===== src/rtl/cell_test_sequencer.sv =====
// Stimulus/capture engine for a row of image-processor cells: switch-driven single
// transactions or an automatic opcode x colour sweep folded into a response checksum.
module cell_test_sequencer #(
    parameter int NUM_CELLS = 2,
    parameter int CHANNELS  = 3,
    parameter int CHAN_W    = 8,
    parameter int OPC_W     = 4,
    parameter int NUM_OPS   = 16,
    parameter int TIMEOUT   = 1023,
    localparam int PIX_W    = CHANNELS * CHAN_W,
    localparam int SEL_W    = (NUM_CELLS > 1) ? $clog2(NUM_CELLS) : 1
) (
    input  logic                       SYSCLK,
    input  logic                       RST,
    input  logic [15:0]                sw,
    input  logic                       btn_next,
    input  logic                       btn_mode,
    output logic                       req_valid,
    input  logic                       req_ready,
    output logic [PIX_W-1:0]           pix_a,
    output logic [PIX_W-1:0]           pix_b,
    output logic [OPC_W-1:0]           opcode,
    input  logic [NUM_CELLS-1:0]       rsp_valid,
    input  logic [NUM_CELLS*PIX_W-1:0] rsp_pixel,
    output logic [PIX_W-1:0]           disp_pixel,
    output logic [SEL_W-1:0]           disp_sel,
    output logic                       auto_mode,
    output logic                       busy,
    output logic                       done,
    output logic                       error,
    output logic [15:0]                checksum,
    output logic [15:0]                txn_count
);

    localparam int TMR_W = $clog2(TIMEOUT + 1);
    localparam int REP_N = (CHAN_W + 3) / 4;
    localparam int PAD_W = ((PIX_W + 15) / 16) * 16;

    typedef enum logic [2:0] {
        S_IDLE, S_ISSUE, S_WAIT, S_CAPTURE, S_NEXT, S_DONE, S_ERR
    } state_t;

    state_t                     state_q, state_d;
    logic                       auto_q, auto_d;
    logic                       nextPrev_q, nextPrev_d;
    logic                       modePrev_q, modePrev_d;
    logic [11:0]                lastSw_q, lastSw_d;
    logic [3:0]                 aIdx_q, aIdx_d;
    logic [3:0]                 bIdx_q, bIdx_d;
    logic [OPC_W-1:0]           op_q, op_d;
    logic [TMR_W-1:0]           timer_q, timer_d;
    logic [NUM_CELLS-1:0]       seen_q, seen_d;
    logic [NUM_CELLS*PIX_W-1:0] rsp_q, rsp_d;
    logic [15:0]                checksum_q, checksum_d;
    logic [15:0]                txnCount_q, txnCount_d;
    logic [PIX_W-1:0]           dispPixel_q, dispPixel_d;
    logic [SEL_W-1:0]           dispSel_q, dispSel_d;

    logic                       nextEdge, modeEdge, timedOut;
    logic [11:0]                swSel;
    logic [NUM_CELLS-1:0]       seenAll;
    logic                       unusedSwBits;

    // Palette index replicated MSB-first to fill a channel; every channel identical.
    function automatic logic [PIX_W-1:0] palette(input logic [3:0] idx);
        logic [4*REP_N-1:0] rep;
        rep = {REP_N{idx}};
        return {CHANNELS{rep[4*REP_N-1 -: CHAN_W]}};
    endfunction

    // Each cell result is zero-padded to whole 16-bit slices, and all slices are XORed.
    function automatic logic [15:0] fold(input logic [NUM_CELLS*PIX_W-1:0] rsp);
        logic [15:0]      acc;
        logic [PAD_W-1:0] cellPad;
        acc = '0;
        for (int k = 0; k < NUM_CELLS; k++) begin
            cellPad = PAD_W'(rsp[k*PIX_W +: PIX_W]);
            for (int s = 0; s < PAD_W / 16; s++) begin
                acc = acc ^ cellPad[s*16 +: 16];
            end
        end
        return acc;
    endfunction

    assign nextEdge     = btn_next & ~nextPrev_q;
    assign modeEdge     = btn_mode & ~modePrev_q;
    assign swSel        = {sw[15:12], sw[7:0]};
    assign seenAll      = seen_q | rsp_valid;
    assign timedOut     = (timer_q == TMR_W'(TIMEOUT - 1));
    assign unusedSwBits = ^sw[11:8];

    always_ff @(posedge SYSCLK or negedge RST) begin
        if (!RST) begin
            state_q     <= S_IDLE;
            auto_q      <= 1'b0;
            nextPrev_q  <= 1'b0;
            modePrev_q  <= 1'b0;
            lastSw_q    <= '0;
            aIdx_q      <= '0;
            bIdx_q      <= '0;
            op_q        <= '0;
            timer_q     <= '0;
            seen_q      <= '0;
            rsp_q       <= '0;
            checksum_q  <= '0;
            txnCount_q  <= '0;
            dispPixel_q <= '0;
            dispSel_q   <= '0;
        end else begin
            state_q     <= state_d;
            auto_q      <= auto_d;
            nextPrev_q  <= nextPrev_d;
            modePrev_q  <= modePrev_d;
            lastSw_q    <= lastSw_d;
            aIdx_q      <= aIdx_d;
            bIdx_q      <= bIdx_d;
            op_q        <= op_d;
            timer_q     <= timer_d;
            seen_q      <= seen_d;
            rsp_q       <= rsp_d;
            checksum_q  <= checksum_d;
            txnCount_q  <= txnCount_d;
            dispPixel_q <= dispPixel_d;
            dispSel_q   <= dispSel_d;
        end
    end

    always_comb begin
        state_d     = state_q;
        auto_d      = auto_q;
        nextPrev_d  = btn_next;
        modePrev_d  = btn_mode;
        lastSw_d    = lastSw_q;
        aIdx_d      = aIdx_q;
        bIdx_d      = bIdx_q;
        op_d        = op_q;
        timer_d     = timer_q;
        seen_d      = seen_q;
        rsp_d       = rsp_q;
        checksum_d  = checksum_q;
        txnCount_d  = txnCount_q;
        dispPixel_d = dispPixel_q;
        dispSel_d   = dispSel_q;

        case (state_q)
            S_IDLE: begin
                // A mode edge wins over a simultaneous next edge and issues nothing.
                if (modeEdge) begin
                    auto_d = ~auto_q;
                end else if (auto_q) begin
                    if (nextEdge) begin
                        state_d    = S_ISSUE;
                        timer_d    = '0;
                        aIdx_d     = 4'h0;
                        bIdx_d     = 4'hF;
                        op_d       = '0;
                        checksum_d = '0;
                        txnCount_d = '0;
                    end
                end else if (nextEdge || (swSel != lastSw_q)) begin
                    state_d  = S_ISSUE;
                    timer_d  = '0;
                    aIdx_d   = sw[3:0];
                    bIdx_d   = sw[7:4];
                    op_d     = OPC_W'(sw[15:12]);
                    lastSw_d = swSel;
                    if (nextEdge) begin
                        dispSel_d = (dispSel_q == SEL_W'(NUM_CELLS - 1)) ? '0
                                                                          : dispSel_q + SEL_W'(1);
                    end
                end
            end
            S_ISSUE: begin
                if (req_ready) begin
                    state_d = S_WAIT;
                    timer_d = '0;
                    seen_d  = '0;
                end else if (timedOut) begin
                    state_d = S_ERR;
                end else begin
                    timer_d = timer_q + TMR_W'(1);
                end
            end
            S_WAIT: begin
                for (int k = 0; k < NUM_CELLS; k++) begin
                    if (rsp_valid[k]) begin
                        rsp_d[k*PIX_W +: PIX_W] = rsp_pixel[k*PIX_W +: PIX_W];
                    end
                end
                seen_d = seenAll;
                if (&seenAll) begin
                    state_d = S_CAPTURE;
                end else if (timedOut) begin
                    state_d = S_ERR;
                end else begin
                    timer_d = timer_q + TMR_W'(1);
                end
            end
            S_CAPTURE: begin
                checksum_d = {checksum_q[14:0], checksum_q[15]} ^ fold(rsp_q);
                if (txnCount_q != 16'hFFFF) begin
                    txnCount_d = txnCount_q + 16'd1;
                end
                for (int k = 0; k < NUM_CELLS; k++) begin
                    if (dispSel_q == SEL_W'(k)) begin
                        dispPixel_d = rsp_q[k*PIX_W +: PIX_W];
                    end
                end
                if (!auto_q) begin
                    state_d = S_IDLE;
                end else if ((op_q == OPC_W'(NUM_OPS - 1)) && (aIdx_q == 4'hF)) begin
                    state_d = S_DONE;
                end else begin
                    state_d = S_NEXT;
                end
            end
            S_NEXT: begin
                aIdx_d  = aIdx_q + 4'd1;
                bIdx_d  = 4'hF - (aIdx_q + 4'd1);
                op_d    = (aIdx_q == 4'hF) ? op_q + OPC_W'(1) : op_q;
                timer_d = '0;
                state_d = S_ISSUE;
            end
            S_DONE: begin
                if (modeEdge) begin
                    auto_d  = ~auto_q;
                    state_d = S_IDLE;
                end else if (nextEdge) begin
                    state_d = S_IDLE;
                end
            end
            S_ERR: begin
                if (modeEdge) begin
                    auto_d = ~auto_q;
                end else if (nextEdge) begin
                    state_d = S_IDLE;
                end
            end
            default: state_d = S_IDLE;
        endcase
    end

    assign req_valid  = (state_q == S_ISSUE);
    assign pix_a      = palette(aIdx_q);
    assign pix_b      = palette(bIdx_q);
    assign opcode     = op_q;
    assign disp_pixel = dispPixel_q;
    assign disp_sel   = dispSel_q;
    assign auto_mode  = auto_q;
    assign busy       = (state_q != S_IDLE) && (state_q != S_DONE) && (state_q != S_ERR);
    assign done       = (state_q == S_DONE);
    assign error      = (state_q == S_ERR);
    assign checksum   = checksum_q;
    assign txn_count  = txnCount_q;

endmodule


===== config.mk =====
export PLATFORM = sky130hd
export DESIGN_NAME = cell_test_sequencer
export DESIGN_NICKNAME = d
export VERILOG_FILES = /design/src/rtl/cell_test_sequencer.sv
export SDC_FILE = /design/constraint.sdc
export NUM_CORES = 1
export LEC_CHECK = 0
export CAP_MARGIN = 10
export CORE_UTILIZATION = 50
export CTS_CLUSTER_DIAMETER = 200
export DETAILED_ROUTE_END_ITERATION = 7
export PLACE_DENSITY_LB_ADDON = 0.12
export SYNTH_ARGS = -nofsm -noshare
export SYNTH_HDL_FRONTEND = slang
export SYNTH_SLANG_ARGS = --single-unit

===== constraint.sdc =====
create_clock -name SYSCLK -period 2.28 [get_ports SYSCLK]
set_input_delay 0.228 -clock SYSCLK [delete_from_list [all_inputs] [get_ports SYSCLK]]
set_output_delay 0.228 -clock SYSCLK [all_outputs]
set_load 0.01 [all_outputs]

==> impl_metrics.tcl <==
set metrics [dict create \
    worst_ep_arrival_time_ns 2.59 \
    n_fill_cell 1081 \
    powerDensity_mw_per_mm2 1470 \
    die_height_microns 125 \
    clock_latency_at_the_later_pin_of_the_worst_skew_pair_ns 0.42 \
    flip_flop_and_latch_count_after_synthesis 147 \
    hold_class "input pin to register" \
    drc_errors 0 \
    p_total_uw 14800 \
    finClkSkew_ns 0.00750 \
    min_delay_path_depth 1 \
    critPathLaunchType "register" \
    drt_iter0_drc 376 \
    critical-path-top-delay-family "simple AND/OR/NAND/NOR gates" \
    avgViaCountPerCell 5.53 \
    max_freq_mhz 446 \
    critical_path.cell_chain "or3b_1 -> o31a_1 -> or4_4 -> or3_1 -> a21oi_2" \
    clockBufferDepth 2 \
    run_status "completed" \
    net-switching-power_uw 5360 \
    detailedRoute.firstPassIterationCount 4 \
    cp_num_cells 5 \
    grt_use_total_pct 24.6 \
    number_of_standard_cells_after_synthesis 719 \
    crit_path_top_delay_cell "or4_4" \
    synth.lib_cells_used.distinct 57 \
    crit_required_ns 2.62 \
    die_w_microns 125 \
    synth-async-reset-ratio_pct 100 \
    timing.hold.ws_ns 0.318 \
    timing.final.hold_violations 0 \
    cts.clk_slew.worst_paths_ns 0.06 \
    period_minus_slack_ns 2.24 \
    synthesis.nets 795 \
    internal_power_uw 9470 \
    period_utilization_pct 98.4 \
    cts_htree_levels 4 \
    syn_area_per_cell_sq_um 10.5 \
    tritoncts "built" \
    seqPwrFrac_pct 32.5 \
    antenna_found_initial 0 \
    final_cells 1083 \
    flow.area_growth_from_synthesis_pct 34.3 \
    switching_part_of_the_total_pct 36.1 \
    yosysWarnings 0 \
    layout.nets 962 \
    worst_setup_path_end_kind "register" \
    globalplace.congestion 0.867 \
    layout-drive-gt1-share_pct 15.9 \
    setup_violations 0 \
    synth_seq_area_share_pct 48.9 \
    ioPinCount 185 \
    num_rows 44 \
    grt_max_degree 71 \
    grt_pass1_vias 6142 \
    number_of_clock_buffers_inserted_by_tritoncts 17 \
    wirelength_per_cell_microns 17.2 \
    grt_pass1_wl_mm 30.8 \
    tightestPinTransition_ns 0.685 \
    core_region_area_sq_mm 0.0146 \
    initial_cell_density_of_the_core_pct 51.5 \
    clkSinkCount 147 \
    drt.antenna.violating_nets 0 \
    worst_relative_slew_slack_pct 54.4 \
    route.vias.total 5994 \
    finalWirelength_mm 18.6 \
    antennaDiodeCount 0 \
    synthesis.area_sq_mm 0.00752 \
    global_route.overflow_total 0 \
    placed_cell_count 1050 \
    count_of_buffer_and_inverter_cells_on_the_critical_path 0 \
    setup.worst_path.class "register to register" \
    finalMaxSlewViolations 0 \
    path_max_fanout 7 \
    max-cap-violations 0 \
    worst_r2r_path_depth 5 \
    synth-main-ff-cell "dfrtp_1" \
    port_buffers 180 \
    p_clk_share_pct 19.4 \
    die_area_sq_mm 0.0155 \
    synth_edf_count 0 \
    p_leak_uw 0.00420 \
    cts_root_buf "clkbuf_16" \
    maximum_vdd_ir_drop_v 0.00111 \
    delay_contributed_by_the_slowest_stage_of_the_critical_path_ns 0.56 \
    detailed_place_hpwl_mm 13.0 \
    pwr-share-comb_pct 48.1 \
]
-- per-stage QoR --
step	setup TNS (ns)	area [sq um]	setup WS, ns	util, %
2_1_floorplan	0	7520	0.156	-
3_3_place_gp	-0.337	9450	-0.0652	64.8
3_5_place_dp	-0.634	9450	-0.124	64.8
4_1_cts	0	10100	0.000191	69.0
5_1_grt	-0.00493	10100	-0.00441	69.2
6_report	0	10100	0.0360	69.2
-- cell families (layout without fill, tap and decap cells) --
group / count (synthesis) / in the layout / share of synthesized area, %
AO/OA/AOI/OAI: 150 / 150 / 12.2
XOR/XNOR: 64 / 64 / 7.45
adder cells (fa/ha/maj): 5 / 5 / 0.832
buffers and inverters: 77 / 257 / 5.86
flip-flops: 147 / 147 / 48.9
multiplexers: 85 / 85 / 12.3
AND/OR/NAND/NOR: 191 / 191 / 12.4
-- cell type report --
cell class / count / area [sq um] / share of cell area, %
repair buffers: 216 / 2120 / 21.0
well taps: 184 / 230 / 2.28
clock inverters: 10 / 150 / 1.49
clock buffers: 22 / 464 / 4.60
multi-input cells: 495 / 3420 / 33.9
inverters: 9 / 33.8 / 0.335
flip-flops and latches: 147 / 3680 / 36.4
-- worst register-to-register path: cells and delay by family, from the launching register on --
kind,cells,cell delay (ns)
compound gates,2,0.44
simple gates,3,1.34
flops,1,0.39
-- worst paths after layout --
| check | startpoint | to | slack (ns) |
|---|---|---|---|
| worst max-delay path | state_q[0] | txn_count[8] | 0.04 |
| worst min-delay path | btn_mode | modePrev_q | 0.32 |
| worst max register to register | state_q[0] | txn_count[8] | 0.04 |
| worst min register to register | disp_pixel[11] | disp_pixel[11] | 0.48 |
| max in group asynchronous | RST | state_q[2] | 1.22 |
| min in group asynchronous | RST | txn_count[10] | 0.33 |
-- layer usage --
metal / vias up / wire length (microns) / global-route usage, %
li1: 2843 / - / -
met1: 2957 / 8200 / 31.9
met2: 174 / 9210 / 41.0
met3: 20 / 972 / 6.36
met4: 0 / 210 / 6.17
met5: - / 0 / 0
-- state kept, by name (all words and copies together) (netlist names) --
register,flops
auto_mode,1
bIdx_q,4
txn_count,16
timer_q,10
disp_pixel,24
nextPrev_q,1
modePrev_q,1
aIdx_q,4
disp_sel,1
lastSw_q,12
checksum,16
opcode,4
state_q,3
seen_q,2
rsp_q,48
-- power by group through the flow --
stage               combinational, uW  sequential (uW)  clock, uW
floorplan                        4380             4880          0
global placement                 6940             4760          0
detailed placement               7110             4840          0
CTS                              7170             4820       2940
global route                     7770             4990       3050
finish                           7130             4820       2880
-- Yosys cell counts, drive strengths merged (4+ instances only) --
library cell	count	area share, %
buf	45	4.3
nand4	8	0.67
xor2	20	2.3
xnor2	44	5.1
nor4	4	0.33
nor2b	8	0.67
mux2i	24	3.2
a21oi	28	1.9
nor3	10	0.67
a31oi	8	0.67
or3	9	0.75
o21ai	69	4.6
nand2b	6	0.50
inv	9	0.45
ha	5	0.83
nand3	16	1.1
mux2	61	9.1
or2	6	0.50
nand2	71	3.5
o31ai	4	0.40
dfrtp	147	49
and3	12	1.0
clkbuf	23	1.1
nor2	30	1.5
-- layout by cell type, fill, tap and decap left out, drive strengths merged, types with 4 or more instances in the layout --
master,count
a21oi,28
a31oi,8
and3,12
buf,36
clkbuf,22
clkdlybuf4s50,178
clkinv,5
dfrtp,147
ha,5
inv,10
mux2,61
mux2i,24
nand2,71
nand2b,6
nand3,16
nand4,8
nor2,30
nor2b,8
nor3,10
nor4,4
o21ai,69
o31ai,4
or2,6
or3,9
xnor2,44
xor2,20
-- timing repair --
| action | 4_1_cts | 5_1_grt |
|---|---|---|
| pin swaps | 0 | 0 |
| hold buffers | 1 | 0 |
| setup buffers | 0 | 0 |
| setup endpoints to repair | 1 | 7 |
| hold endpoints to repair | 53 | 0 |
| resized for setup | 1 | 8 |
No activity file was read; power rests on OpenSTA's default activity.
